===== config.mk =====
export PLATFORM = sky130hd
export DESIGN_NAME = wide_add_sequencer_flat
export DESIGN_NICKNAME = d
export VERILOG_FILES = /design/src/rtl/wide_add_sequencer_pkg.sv /design/src/rtl/wide_add_sequencer_if.sv /design/src/rtl/wide_add_sequencer_wholeoperation.sv /design/src/rtl/wide_add_sequencer.sv /design/src/flat_wrapper.sv
export SDC_FILE = /design/constraint.sdc
export NUM_CORES = 1
export LEC_CHECK = 0
export ABC_AREA = 1
export CAP_MARGIN = 10
export CORE_MARGIN = 2
export CORE_UTILIZATION = 57
export CTS_BUF_LIST = sky130_fd_sc_hd__clkbuf_2 sky130_fd_sc_hd__clkbuf_4 sky130_fd_sc_hd__clkbuf_8
export CTS_CLUSTER_SIZE = 20
export DETAILED_ROUTE_END_ITERATION = 16
export GPL_ROUTABILITY_DRIVEN = 1
export PLACE_DENSITY = 0.88
export SYNTH_ARGS = -nofsm -noshare
export SYNTH_HDL_FRONTEND = slang
export SYNTH_SLANG_ARGS = --single-unit

===== constraint.sdc =====
create_clock -name clk -period 8.1 [get_ports clk]
set_input_delay 2.43 -clock clk [delete_from_list [all_inputs] [get_ports clk]]
set_output_delay 2.43 -clock clk [all_outputs]
set_load 0.05 [all_outputs]

===== src/rtl/wide_add_sequencer_pkg.sv =====
// ----------------------------------------------------------------------------
// wide_add_pkg
//   Shared types and constants for the wide add/subtract sequencer.
//   WORD_W       : width of the shared adder datapath.
//   state_t      : sequencer control states.
//   OP_ADD/OP_SUB: encodings of the op_sub input.
// ----------------------------------------------------------------------------
package wide_add_pkg;

    localparam int unsigned WORD_W = 32;

    typedef enum logic [1:0] {
        IDLE,
        RUN,
        DONE
    } state_t;

    localparam logic OP_ADD = 1'b0;
    localparam logic OP_SUB = 1'b1;

endpackage


===== src/rtl/wide_add_sequencer_if.sv =====
// ----------------------------------------------------------------------------
// wide_add_sequencer_if
//   Operand/result bus of the wide add/subtract sequencer.
//   Request : in_valid, in_ready, op_sub, cin, a, b
//   Response: out_valid, out_ready, result, cout, ovf, zero
//   master  : operand producer / result consumer side
//   slave   : sequencer side
// ----------------------------------------------------------------------------
interface wide_add_sequencer_if #(
    parameter int unsigned NWORDS = 4
);
    import wide_add_pkg::*;

    localparam int unsigned W = WORD_W * NWORDS;

    logic         in_valid;
    logic         in_ready;
    logic         op_sub;
    logic         cin;
    logic [W-1:0] a;
    logic [W-1:0] b;
    logic         out_valid;
    logic         out_ready;
    logic [W-1:0] result;
    logic         cout;
    logic         ovf;
    logic         zero;

    modport master (
        output in_valid, op_sub, cin, a, b, out_ready,
        input  in_ready, out_valid, result, cout, ovf, zero
    );

    modport slave (
        input  in_valid, op_sub, cin, a, b, out_ready,
        output in_ready, out_valid, result, cout, ovf, zero
    );

endinterface


===== src/rtl/wide_add_sequencer_wholeoperation.sv =====
// ----------------------------------------------------------------------------
// wholeoperation
//   32-bit carry-select adder: sum = x + y + cin.
//   x, y      : in  32-bit addends
//   cin       : in  carry-in
//   sum       : out 32-bit sum
//   finalcout : out carry-out of bit 31
// ----------------------------------------------------------------------------
module wholeoperation (
    input  logic [31:0] x,
    input  logic [31:0] y,
    input  logic        cin,
    output logic [31:0] sum,
    output logic        finalcout
);

    logic [16:0] lo;
    logic [16:0] hi0;
    logic [16:0] hi1;

    // Upper half is precomputed for both possible carries from the lower half.
    always_comb begin
        lo  = {1'b0, x[15:0]}  + {1'b0, y[15:0]}  + {16'b0, cin};
        hi0 = {1'b0, x[31:16]} + {1'b0, y[31:16]};
        hi1 = {1'b0, x[31:16]} + {1'b0, y[31:16]} + 17'd1;
    end

    assign sum       = {(lo[16] ? hi1[15:0] : hi0[15:0]), lo[15:0]};
    assign finalcout = lo[16] ? hi1[16] : hi0[16];

endmodule


===== src/rtl/wide_add_sequencer.sv =====
// ----------------------------------------------------------------------------
// wide_add_sequencer
//   Multi-precision add/subtract, one 32-bit word per clock, LSW first,
//   through a single shared carry-select adder.
//   clk   : in  clock
//   rst_n : in  asynchronous active-low reset
//   bus   : slave side of wide_add_sequencer_if (operands, result, flags)
//   busy  : out high whenever an operation is in flight or awaiting accept
// ----------------------------------------------------------------------------
module wide_add_sequencer #(
    parameter int unsigned NWORDS = 4
) (
    input  logic                       clk,
    input  logic                       rst_n,
    wide_add_sequencer_if.slave        bus,
    output logic                       busy
);
    import wide_add_pkg::*;

    localparam int unsigned IDX_W = $clog2(NWORDS);
    localparam logic [IDX_W-1:0] LAST_IDX = IDX_W'(NWORDS - 1);

    typedef logic [NWORDS-1:0][WORD_W-1:0] wide_t;

    state_t           state_q, state_d;
    wide_t            a_q, a_d;
    wide_t            b_q, b_d;
    wide_t            res_q, res_d;
    logic             op_q, op_d;
    logic             carry_q, carry_d;
    logic [IDX_W-1:0] idx_q, idx_d;

    logic [WORD_W-1:0] add_x;
    logic [WORD_W-1:0] add_y;
    logic [WORD_W-1:0] add_sum;
    logic              add_cout;
    logic              done;
    logic              y_msb;

    // Subtraction is a + ~b + ~borrow, so only b and the carry are inverted.
    assign add_x = a_q[idx_q];
    assign add_y = b_q[idx_q] ^ {WORD_W{op_q}};

    wholeoperation u_add (
        .x         (add_x),
        .y         (add_y),
        .cin       (carry_q),
        .sum       (add_sum),
        .finalcout (add_cout)
    );

    always_ff @(posedge clk or negedge rst_n) begin
        if (!rst_n) begin
            state_q <= IDLE;
            a_q     <= '0;
            b_q     <= '0;
            res_q   <= '0;
            op_q    <= 1'b0;
            carry_q <= 1'b0;
            idx_q   <= '0;
        end else begin
            state_q <= state_d;
            a_q     <= a_d;
            b_q     <= b_d;
            res_q   <= res_d;
            op_q    <= op_d;
            carry_q <= carry_d;
            idx_q   <= idx_d;
        end
    end

    always_comb begin
        state_d = state_q;
        a_d     = a_q;
        b_d     = b_q;
        res_d   = res_q;
        op_d    = op_q;
        carry_d = carry_q;
        idx_d   = idx_q;
        unique case (state_q)
            IDLE: begin
                if (bus.in_valid) begin
                    a_d     = bus.a;
                    b_d     = bus.b;
                    op_d    = bus.op_sub;
                    carry_d = (bus.op_sub == OP_SUB) ? ~bus.cin : bus.cin;
                    idx_d   = '0;
                    state_d = RUN;
                end
            end
            RUN: begin
                res_d[idx_q] = add_sum;
                carry_d      = add_cout;
                if (idx_q == LAST_IDX) begin
                    state_d = DONE;
                end else begin
                    idx_d = idx_q + 1'b1;
                end
            end
            DONE: begin
                if (bus.out_ready) begin
                    state_d = IDLE;
                end
            end
            default: state_d = IDLE;
        endcase
    end

    assign done  = (state_q == DONE);
    assign y_msb = b_q[NWORDS-1][WORD_W-1] ^ op_q;

    assign bus.in_ready  = (state_q == IDLE);
    assign bus.out_valid = done;
    assign busy          = (state_q != IDLE);
    assign bus.result    = res_q;
    // Flags are only meaningful once the whole result is in; they read 0 otherwise.
    assign bus.cout = done & (op_q ? ~carry_q : carry_q);
    assign bus.ovf  = done & (a_q[NWORDS-1][WORD_W-1] == y_msb)
                           & (res_q[NWORDS-1][WORD_W-1] != a_q[NWORDS-1][WORD_W-1]);
    assign bus.zero = done & (res_q == '0);

endmodule

===== src/flat_wrapper.sv =====
// flat-port wrapper written by rule: the top's interface ports become plain ports
module wide_add_sequencer_flat import wide_add_pkg::*;
#(
    parameter int unsigned NWORDS = 4
)
  (clk, rst_n, busy, bus_in_valid, bus_op_sub, bus_cin, bus_a, bus_b, bus_out_ready, bus_in_ready, bus_out_valid, bus_result, bus_cout, bus_ovf, bus_zero);
  wide_add_sequencer_if #(.NWORDS(NWORDS)) bus_i ();
  input  logic clk;
  input  logic rst_n;
  output logic busy;
  input wire logic [$bits(bus_i.in_valid)-1:0] bus_in_valid;
  input wire logic [$bits(bus_i.op_sub)-1:0] bus_op_sub;
  input wire logic [$bits(bus_i.cin)-1:0] bus_cin;
  input wire logic [$bits(bus_i.a)-1:0] bus_a;
  input wire logic [$bits(bus_i.b)-1:0] bus_b;
  input wire logic [$bits(bus_i.out_ready)-1:0] bus_out_ready;
  output wire logic [$bits(bus_i.in_ready)-1:0] bus_in_ready;
  output wire logic [$bits(bus_i.out_valid)-1:0] bus_out_valid;
  output wire logic [$bits(bus_i.result)-1:0] bus_result;
  output wire logic [$bits(bus_i.cout)-1:0] bus_cout;
  output wire logic [$bits(bus_i.ovf)-1:0] bus_ovf;
  output wire logic [$bits(bus_i.zero)-1:0] bus_zero;
  assign bus_i.in_valid = bus_in_valid;
  assign bus_i.op_sub = bus_op_sub;
  assign bus_i.cin = bus_cin;
  assign bus_i.a = bus_a;
  assign bus_i.b = bus_b;
  assign bus_i.out_ready = bus_out_ready;
  assign bus_in_ready = bus_i.in_ready;
  assign bus_out_valid = bus_i.out_valid;
  assign bus_result = bus_i.result;
  assign bus_cout = bus_i.cout;
  assign bus_ovf = bus_i.ovf;
  assign bus_zero = bus_i.zero;
  wide_add_sequencer #(.NWORDS(NWORDS)) u_core (.clk(clk), .rst_n(rst_n), .bus(bus_i), .busy(busy));
endmodule

==> After elaboration in Yosys (flattened, before gate mapping) <==
Index checks and enable logic that the tools add are counted.
{ "word_totals": {"output_inout_bits": 134, "ff_bits": 390, "inputBits": 262} }
{ "op_classes": {"n_lt_le_gt_ge": 2, "add_sub_neg": 5, "n_bitwise": 8, "n_mux": 20, "eq_ne": 9, "n_reduce_logical": 9} }
{ "ops": {"columns": ["operator", "n"], "rows": [
  ["32-bit binary-select mux with 2-bit select", 2],
  ["128-bit bitwise mux", 1],
  ["128-bit logical NOT", 1],
  ["32-bit two-way mux", 3],
  ["32-bit demux with 2-bit select", 1],
  ["16-bit by 16-bit adder with 17-bit output", 2],
  ["32-bit bitwise XOR", 1],
  ["17-bit by 1-bit adder with 17-bit output", 1],
  ["17-bit by 1-bit adder with 17-bit output, second input constant", 1],
  ["16-bit two-way mux", 1],
  ["2-bit two-way mux", 5],
  ["2-bit != test, second input constant", 3],
  ["2-bit case mux with 3 select lines", 1],
  ["3-bit AND reduction", 2],
  ["1-bit AND", 4],
  ["2-bit == test, second input constant", 2],
  ["1-bit two-way mux", 4],
  ["2-bit case mux with 2 select lines", 1],
  ["2-bit AND reduction", 2],
  ["2-bit nonzero test", 2],
  ["2-bit by 3-bit less-than comparator with 1-bit output, second input constant", 1],
  ["2-bit by 1-bit adder with 2-bit output, second input constant", 1],
  ["2-bit by 1-bit == test with 1-bit output, second input constant", 1],
  ["2-bit by 1-bit >= comparator with 1-bit output, second input constant", 1],
  ["other kinds (8)", 9]
]} }

==> Logic depth before layout (Yosys ltp) <==
Gate-level depths: netlist (run 1).
{ "depth": {"ltp_word": 7, "ltp_mapped": 26, "mapped_depth_nobuf": 23} }

==> Hierarchy <==
Synthesis (run 1) repeated with hierarchy kept, for this count alone.
{ "hier_totals": {"hier_cells": 2577, "area_unflattened_um2": 19527.5} }
{ "by_module_without_submodules": {"columns": ["module", "seq_area_each_um2", "instances", "cells_per_inst", "area_per_inst_um2"], "rows": [
  ["wide_add_sequencer", 9759.4, 1, 2153, 17192.7],
  ["wholeoperation", 0.0, 1, 424, 2334.7]
]} }

==> Worst setup path before layout (run 1) <==
OpenSTA, ideal clock, no wires.
{ "synth_timing": {"path_type": "register -> output", "startpoint": "register u_core.state_q[0]", "endpoint": "output bus_ovf", "setup_slack_ns": 3.171, "t_required_ns": 5.670, "path_stages_with_launch": 4, "arrival_time_ns": 2.499, "path_buffers": 0, "cell_sequence": "dfrtp_1 > nor2_1 > inv_1 > a211oi_1"} }
{ "synth_via": {"elab_chain_cells": 3} }
{ "synth_rtl": {"columns": ["element", "line_no", "text"], "rows": [
  ["start, declared", "wide_add_sequencer.sv:25", "state_t state_q, state_d;"],
  ["start signal, assigned", "wide_add_sequencer.sv:62", "state_q <= state_d;"],
  ["2-bit == test", "wide_add_sequencer.sv:109", "assign done = (state_q == DONE);"],
  ["named net bus_out_valid", "flat_wrapper.sv:18", "output wire logic [$bits(bus_i.out_valid)-1:0] bus_out_valid;"],
  ["1-bit AND", "wide_add_sequencer.sv:118", "assign bus.ovf = done & (a_q[NWORDS-1][WORD_W-1] == y_msb)"],
  ["1-bit AND", "wide_add_sequencer.sv:119", "& (res_q[NWORDS-1][WORD_W-1] != a_q[NWORDS-1][WORD_W-1]);"],
  ["end, declared", "flat_wrapper.sv:21", "output wire logic [$bits(bus_i.ovf)-1:0] bus_ovf;"]
]} }
The timed path passes the listed nets, and every way through them passes these cells.

==> Worst setup path after layout (run 1) <==
{ "layout_timing": {"startpoint": "register u_core.res_q, in the netlist u_core.bus.result[38]", "endpoint": "output bus_zero"} }
{ "layout_via": {"elab_chain_cells": 2} }
{ "layout_rtl": {"columns": ["element", "line_no", "text"], "rows": [
  ["start, declared", "wide_add_sequencer.sv:28", "wide_t res_q, res_d;"],
  ["start signal, assigned", "wide_add_sequencer.sv:65", "res_q <= res_d;"],
  ["128-bit logical NOT", "wide_add_sequencer.sv:120", "assign bus.zero = done & (res_q == '0);"],
  ["1-bit AND", "wide_add_sequencer.sv:120", null],
  ["end, declared", "flat_wrapper.sv:22", "output wire logic [$bits(bus_i.zero)-1:0] bus_zero;"]
]} }
No other way between the ends.

==> impl_metrics.csv, run 1 <==
group,metric,value,unit
logic_synthesis,synth.yosys.seq_area_share,51.85,%
floorplan,rows,66,
global_route,grt_pass1_vias,15890,
clock_network,htree_num_levels,2,
sta,min_period,5637,ps
critical_path,critical_path_buf_inv_count,1,
global_route,grt_max_degree,171,
clock_network,clockRootBuffer,"clkbuf_8",
logic_synthesis,syn_avg_cell_area,9.911,sq um
floorplan,design.portCount,396,
sta,maxSlewHeadroom,24.00,%
critical_path,cp_slowest_cell,"clkdlybuf4s50_1",
sta,tns,0,ps
critical_path,cp_slowest_stage_delay,820,ps
logic_synthesis,synth_area_leader_cell,"dfrtp_1",
sta,drv_slew,0,
sta,min_period_over_period,69.59,%
floorplan,core,32540,sq um
layout,fin_nets,2574,
logic_synthesis,ys_ff_latch,390,
clock_network,clk_pin_slew_worst_paths,60,ps
layout,layout-drive-gt1-share,17.10,%
clock_network,post_cts_resized,0,
routing,routedWlPerCell,21.10,microns
place,portBuffers,395,
critical_path,required,5670,ps
routing,totalWireLength,58350,microns
run_status,outcome,"complete, no violations",
layout,final.fill_count,2201,
floorplan,die_height,185.7,microns
hold_path,hold_class,"reg2reg",
routing,num_vias,16050,
critical_path,path_cells,"nor4_1 -> nand4_1 -> nor4_1 -> nand2_1 -> nor2_1 -> clkdlybuf4s50_1",
clock_network,cts_tree,"done",
critical_path,worstPathArrival,3210,ps
floorplan,die_w,185.7,microns
layout,final_common_cell,"clkdlybuf4s50_1",
logic_synthesis,synth_edf_count,0,
logic_synthesis,synth_area_leaders,"dfrtp_1 52%, mux2_2 15%, nand2_1 7.5%",
job,maxCapViolations,0,
clock_network,cts_hold_buffers,0,
critical_path,crit_top_cell,"nor4_1",
logic_synthesis,synthDistinctLibCells,41,
logic_synthesis,ys_async_sr_fraction,100.0,%
floorplan,dieArea,34490,sq um
clock_network,clock_path_buffers,3,
logic_synthesis,syn_inst,1899,
critical_path,critPathKind,"reg2out",
clock_network,cts_setup_buffers,0,
sta,fin_skew,26.41,ps
global_route,grt_pass1_wl,88780,microns
logic_synthesis,yosys_warnings,0,
routing,drt_iter0_drc,1432,
clock_network,cts.sinks,390,
sta,max_freq,177.4,MHz
sta,grt_setup_unrepaired,"false",
layout,mostFrequentLayoutCells,"394 x clkdlybuf4s50_1, 387 x dfrtp_1, 373 x nand2_1",
layout,syn2layout_area_growth,29.79,%
floorplan,start_util,57.84,%
place,dp_hpwl,41960,microns
clock_network,cts_buffers,61,
global_route,grt_usage,33.81,%
critical_path,start_kind,"flip-flop",
sta,final-hold-violation-count,0,
critical_path,crit_family,"simple AND/OR/NAND/NOR gates",
sta,worstMarginPinSlew,1140,ps
routing,ant_nets,0,
sta,final-setup-viol-count,0,
routing,drc_errors,0,
global_route,antenna_found_initial,8,
logic_synthesis,synth_top_cell_area_share,51.85,%
logic_synthesis,syn_area,18820,sq um
routing,first_pass_iters,8,
place,gp_congestion,0.9410,
clock_network,worstSkewPairLatency,640,ps
logic_synthesis,synth_fp_nets,2200,
routing,via_per_inst,5.804,
logic_synthesis,synth-main-ff-cell,"dfrtp_1",
critical_path,crit_fanout,3,
critical_path,critPathCaptureType,"output port",
global_route,grt_overflow_total,0,
[synthesized netlist by cell type, types with 6 or more instances]
cell type  number
a21oi_1        23
and2_1          6
buf_2          15
clkbuf_1       79
dfrtp_1       390
ha_1           36
inv_1          77
mux2_2        256
nand2_1       374
nand3_1        61
nand4_1        17
nor2_1        167
nor4_1         32
o21ai_0       198
o22ai_1        63
xnor2_1        14
xor2_1         42
[per-stage QoR]
| step | hold slack [ps] | util [%] | cells | setup WS, ps | instance area [sq um] |
|---|---|---|---|---|---|
| after detailed placement | 488.1 | 70.97 | 2652 | 3189 | 23090 |
| after global placement | 481.8 | 70.97 | 2652 | 3205 | 23090 |
| after global routing | 506.4 | 75.05 | 2762 | 2363 | 24420 |
| after floorplan | 473.9 | - | 1899 | 3171 | 18820 |
| final | 500.3 | 75.08 | 2765 | 2463 | 24430 |
| after CTS | 501.8 | 75.02 | 2758 | 2532 | 24410 |
[cell type report]
type	instances	area [sq um]	area share (%)
clock inverter	9	120.1	0.4917
tap	442	553.0	2.264
antenna	7	17.52	0.07171
timing repair buffer	409	4089	16.74
sequential	390	9766	39.98
inverter	79	299.0	1.224
clock buffer	97	1197	4.902
multi-input combinational	1332	8386	34.33
[final timing paths]
| check | startpoint | endpoint | slack, ps | cells past startpoint |
|---|---|---|---|---|
| worst max-delay path | u_core.bus.result[38] | bus_zero | 2460 | 6 |
| min in group asynchronous | rst_n | u_core.bus.result[124] | 1890 | 1 |
| worst max register to register | u_core.idx_q[0] | u_core.bus.result[60] | 3350 | 17 |
| worst min register to register | u_core.b_q[46] | u_core.b_q[46] | 500 | 1 |
| max in group asynchronous | rst_n | u_core.b_q[75] | 4460 | 2 |
| worst min-delay path | u_core.b_q[46] | u_core.b_q[46] | 500 | 1 |
[state kept, by name (all words and copies together) (netlist names)]
name / flops
u_core.a_q: 128
u_core.b_q: 128
u_core.bus.result: 128
u_core.idx_q: 2
u_core.state_q: 2
u_core.carry_q: 1
u_core.op_q: 1
[worst reg2reg max path: cells and delay by family, from the launching register on]
kind	cells	cell delay [ps]
adder cells (fa/ha/maj)	3	1080
XOR/XNOR	2	430
AO/OA/AOI/OAI	2	660
buffers and inverters	2	800
flip-flops	1	770
AND/OR/NAND/NOR	8	950
[layer usage]
metal	GRT usage, %	wire length (microns)
met4	14.49	2552
met2	53.04	26470
met3	9.059	5992
met5	0	25
met1	44.50	23300
[cells by family (layout without fill, tap and decap cells)]
family,count (synthesis),in the layout,share of synthesized area (%)
compound gates,309,309,8.988
simple gates,670,670,14.75
fa+ha+maj,39,39,2.712
buf+inv,177,594,3.630
other cells,0,7,0
xor+xnor,57,57,2.692
mux,257,257,15.37
flops,390,390,51.85
Power of run 1 is left out: the tool's default activity adds up to more than one toggle a clock period on the data nets, which glitch-free logic cannot reach.
==> run 2: changes to the inputs <==
--- a/config.mk
+++ b/config.mk
@@ -8,12 +8,12 @@
 export ABC_AREA = 1
 export CAP_MARGIN = 10
 export CORE_MARGIN = 2
-export CORE_UTILIZATION = 57
+export CORE_UTILIZATION = 53
 export CTS_BUF_LIST = sky130_fd_sc_hd__clkbuf_2 sky130_fd_sc_hd__clkbuf_4 sky130_fd_sc_hd__clkbuf_8
 export CTS_CLUSTER_SIZE = 20
 export DETAILED_ROUTE_END_ITERATION = 16
 export GPL_ROUTABILITY_DRIVEN = 1
-export PLACE_DENSITY = 0.88
+export PLACE_DENSITY = 0.83
 export SYNTH_ARGS = -nofsm -noshare
 export SYNTH_HDL_FRONTEND = slang
 export SYNTH_SLANG_ARGS = --single-unit
==> constraint.sdc (replaced) <==
create_clock -name clk -period 5.6 [get_ports clk]
set_input_delay 1.68 -clock clk [delete_from_list [all_inputs] [get_ports clk]]
set_output_delay 1.68 -clock clk [all_outputs]
set_load 0.05 [all_outputs]
==> run 2 against run 1 <==
Net effect:
- sequential share of layout area decreased by 0.25 points
- core utilization decreased by 5.5 points
- wire length increased by 1.3%
- critical path depth unchanged
- sequential cell count unchanged
- via count decreased by 0.21%
- register-to-register slack got worse by 2200 ps
- final area increased by 0.62%
- global-route usage decreased by 1.9 points
- hold slack about the same
- cell count increased by 0.98%
- clock skew increased by 13 ps
- critical endpoint unchanged
- largest cell class unchanged
==> impl_metrics.csv, run 2 (synthesized netlist as in run 1, its figures left out) <==
group,metric,value,unit
global_route,grt_usage,31.88,%
job,maxCapViolations,0,
critical_path,path_cells,"nor4_1 -> nand4_1 -> nor4_1 -> nand2_1 -> nor2_1 -> clkdlybuf4s50_1",
routing,ant_nets,0,
routing,totalWireLength,59120,microns
global_route,grt_pass1_vias,15650,
sta,grt_setup_unrepaired,"false",
clock_network,post_cts_resized,0,
critical_path,crit_top_cell,"nor4_1",
sta,drv_slew,0,
clock_network,cts_hold_buffers,0,
floorplan,rows,69,
sta,max_freq,210.9,MHz
critical_path,crit_family,"simple AND/OR/NAND/NOR gates",
clock_network,clk_pin_slew_worst_paths,60,ps
hold_path,hold-path-cell-count,1,
place,dp_hpwl,43230,microns
clock_network,cts_setup_buffers,0,
floorplan,core,35310,sq um
layout,layout-drive-gt1-share,17.57,%
routing,via_per_inst,5.736,
place,portBuffers,395,
floorplan,die_w,192.4,microns
layout,final_common_cell,"clkdlybuf4s50_1",
layout,fin_nets,2579,
layout,syn2layout_area_growth,30.60,%
floorplan,dieArea,37030,sq um
critical_path,critPathCaptureType,"output port",
layout,mostFrequentLayoutCells,"394 x clkdlybuf4s50_1, 387 x dfrtp_1, 373 x nand2_1",
critical_path,cp_slowest_stage_delay,800,ps
sta,maxSlewHeadroom,36.55,%
critical_path,reg2regPathDepth,14,
routing,drt_iter0_drc,1555,
critical_path,critical_path_buf_inv_count,1,
critical_path,critPathKind,"reg2out",
critical_path,cp_slowest_cell,"clkdlybuf4s50_1",
critical_path,worstPathArrival,3060,ps
clock_network,clock_path_buffers,3,
sta,final-hold-violation-count,0,
clock_network,htree_num_levels,2,
clock_network,cts_buffers,60,
sta,min_period,4743,ps
routing,first_pass_iters,5,
critical_path,start_kind,"flip-flop",
floorplan,die_height,192.4,microns
critical_path,crit_fanout,3,
sta,worstMarginPinSlew,951.7,ps
sta,tns,0,ps
sta,fin_skew,39.32,ps
sta,final-setup-viol-count,0,
routing,drc_errors,0,
hold_path,hold_class,"reg2reg",
routing,num_vias,16010,
clock_network,worstSkewPairLatency,630,ps
floorplan,start_util,53.30,%
critical_path,required,3920,ps
routing,routedWlPerCell,21.18,microns
sta,min_period_over_period,84.69,%
critical_path,cp_num_cells,6,
global_route,grt_max_degree,125,
global_route,antenna_found_initial,6,
global_route,grt_pass1_wl,90020,microns
floorplan,design.portCount,396,
run_status,outcome,"complete, no violations",
clock_network,cts_tree,"done",
clock_network,cts.sinks,390,
global_route,grt_overflow_total,0,
place,gp_congestion,0.9309,
clock_network,clockRootBuffer,"clkbuf_8",
run 2: cell type report:
cell class	count	area, sq um
Sequential cell	390	9766
Clock inverter	13	146.4
Clock buffer	99	1225
Tap cell	461	576.8
Antenna cell	3	7.507
Multi-Input combinational cell	1332	8388
Fill cell	2585	10730
Inverter	79	299.0
Timing Repair Buffer	415	4172
run 2: final timing paths:
path,from,end,slack [ps]
setup / recovery,u_core.bus.result[18],bus_zero,860
min in group asynchronous,rst_n,u_core.bus.result[102],1170
hold / removal,u_core.b_q[63],u_core.b_q[63],500
max in group asynchronous,rst_n,u_core.bus.result[21],3320
hold reg to reg,u_core.b_q[63],u_core.b_q[63],500
setup reg to reg,u_core.idx_q[0],u_core.bus.result[50],1110
run 2: routing by layer:
| layer | routed length [microns] | part of all wire [%] | vias up | global-route usage (%) |
|---|---|---|---|---|
| met1 | 25190 | 43 | 7771 | 45.17 |
| li1 | - | - | 7244 | - |
| met5 | 43 | 0.073 | - | 0 |
| met3 | 5357 | 9.1 | 139 | 6.747 |
| met4 | 2158 | 3.7 | 6 | 11.16 |
| met2 | 26370 | 45 | 854 | 48.82 |
run 2: worst register-to-register path: stages (launching register included):
cell	delay, ps
dfrtp_4	740
inv_4	390
buf_4	510
o21ai_0	160
o22ai_1	220
xor2_1	320
ha_1	360
a21oi_1	160
a21boi_1	170
nand2_1	170
a21oi_4	340
nor2_1	90
xnor2_1	550
nand2_1	120
nand2_1	90
run 2: per-stage QoR:
stage | setup WS, ps | hold slack, ps | instance area, sq um | cells | util, %
detailed placement | 1188 | 487.8 | 23200 | 2677 | 65.71
finish | 857.5 | 499.9 | 24580 | 2792 | 69.61
global route | 739.6 | 509.2 | 24570 | 2790 | 69.60
CTS | 826.0 | 501.6 | 24570 | 2789 | 69.59
global placement | 1251 | 481.8 | 23200 | 2677 | 65.71
floorplan | 1421 | 473.9 | 18820 | 1899 | -
Power of run 2 is left out for the same reason.
==> patch, RTL diff (config.mk and constraints of run 2) <==
`NWORDS` is set to 4 in 3 places; all go to 8.
--- a/src/rtl/wide_add_sequencer_if.sv
+++ b/src/rtl/wide_add_sequencer_if.sv
@@ -9,3 +9,3 @@
 interface wide_add_sequencer_if #(
-    parameter int unsigned NWORDS = 4
+    parameter int unsigned NWORDS = 8
 );
--- a/src/rtl/wide_add_sequencer.sv
+++ b/src/rtl/wide_add_sequencer.sv
@@ -10,3 +10,3 @@
 module wide_add_sequencer #(
-    parameter int unsigned NWORDS = 4
+    parameter int unsigned NWORDS = 8
 ) (
--- a/src/flat_wrapper.sv
+++ b/src/flat_wrapper.sv
@@ -3,3 +3,3 @@
 #(
-    parameter int unsigned NWORDS = 4
+    parameter int unsigned NWORDS = 8
 )
Ports: changed (resized bus_a, bus_b and bus_result); port bits go from 396 to 780. The function was not compared with the original's and may differ.
==> patch against run 2 <==
Design area increased by 91%; sequential cell count rose by 385; die area is 86% higher; routed wire length is 120% higher; largest cell class unchanged; worst setup slack worse by 620 ps; global-route usage increased by 4.5 points; area after synthesis up 88%.
Power is left out: the tool's default activity adds up to more than one toggle a clock period on the data nets, which glitch-free logic cannot reach.
==> patch: results <==
set metrics [dict create \
    antenna_found_initial 38 \
    slew-limit-headroom_pct 27.0 \
    synth_compound_area_share_pct 10.2 \
    placement_cell_area_um2 44300 \
    grt_total_usage_pct 36.4 \
    detail_route.vias_per_cell 5.89 \
    inserted_diodes 36 \
    detail_route.iter0.violations 3306 \
    clock_insertion_delay_worst_skew_ps 760 \
    crit_slowest_cell "dlygate4sd2_1" \
    max_stage_delay_ps 580 \
    yosys.area_share.adder_pct 1.37 \
    wl_met2_mm 61.5 \
    grt_max_degree 125 \
    multi_input_combinational_area_share_pct 31.5 \
    met1Wirelength_mm 47.1 \
    highest-signal-layer "met5" \
    dr.pass1.iters 6 \
    clock_buffers 193 \
    synth_top_family_by_area "multiplexers" \
    num-nonclk-inverters 104 \
    multi_input_comb_cells 2248 \
    post_synth_mux_area_share_pct 16.3 \
    fraction_of_synthesized_cell_area_in_xor_and_xnor_cells_pct 1.52 \
    area_share_nonclk_buffers_pct 18.3 \
    num-nets-final 4665 \
    die_area_um2 68700 \
    place_hpwl_mm 94.0 \
    drive_above_1_share_pct 21.6 \
    ys_seq_area_share_pct 54.9 \
    synth.distinct_cells 54 \
    dpl.cell_count 4851 \
    non_clock_buffer_count 860 \
    r2r-end "u_core.bus.result[115]" \
    cts-resized-gates 2 \
    met3RoutedLength_mm 10.6 \
    leading_cell_types_by_count_after_synthesis "775 x dfrtp_1, 612 x nand2_1, 511 x mux2_2" \
    fill_cells 4728 \
    syn-num-nets 3872 \
    area.sequential_um2 19400 \
    grt_first_pass_wirelength_mm 185 \
    reg2reg_slack_ps 780 \
    preCtsSetupSlack_ps 609 \
    num_vias 30100 \
    worst_hold_startpoint "u_core.b_q[64]" \
    final_area_um2 47100 \
    synth-seq-cells 775 \
    placement.io_buffers 779 \
    run_status "completed" \
    clock_cell_area_share_pct 5.69 \
    crit_arrival_ps 3680 \
    worst_hold_path.endpoint "u_core.b_q[64]" \
    fin_worst_hold_slack_ps 500 \
    wl_per_cell_um 24.9 \
    place_congestion 0.943 \
    first_global_vias 29400 \
]
==> patch: changes by cell type after synthesis, sizes merged, moves of 32 or more <==
cell | before | now
o21ai | 204 | 355
dfrtp | 390 | 775
nor2 | 168 | 218
clkbuf | 79 | 166
a221oi | 0 | 32
nand2 | 379 | 635
a21oi | 25 | 122
mux2 | 256 | 511
a32o | 0 | 32
==> patch: how the worst max path moves through the flow <==
stage,from,end,cells past startpoint,slack [ps]
2_1_floorplan,u_core.state_q[0],bus_ovf,3,1420
3_3_place_gp,u_core.bus.result[102],bus_zero,6,630
3_5_place_dp,u_core.bus.result[102],bus_zero,6,610
4_1_cts,u_core.bus.result[102],bus_zero,6,250
5_1_grt,u_core.bus.result[102],bus_zero,6,230
6_report,u_core.bus.result[102],bus_zero,6,240
==> patch: per-layer routing <==
metal	up-vias	global-route usage (%)
li1	13200	-
met1	14900	44.9
met2	1665	59.3
met3	377	7.11
met4	10	22.6
met5	-	0
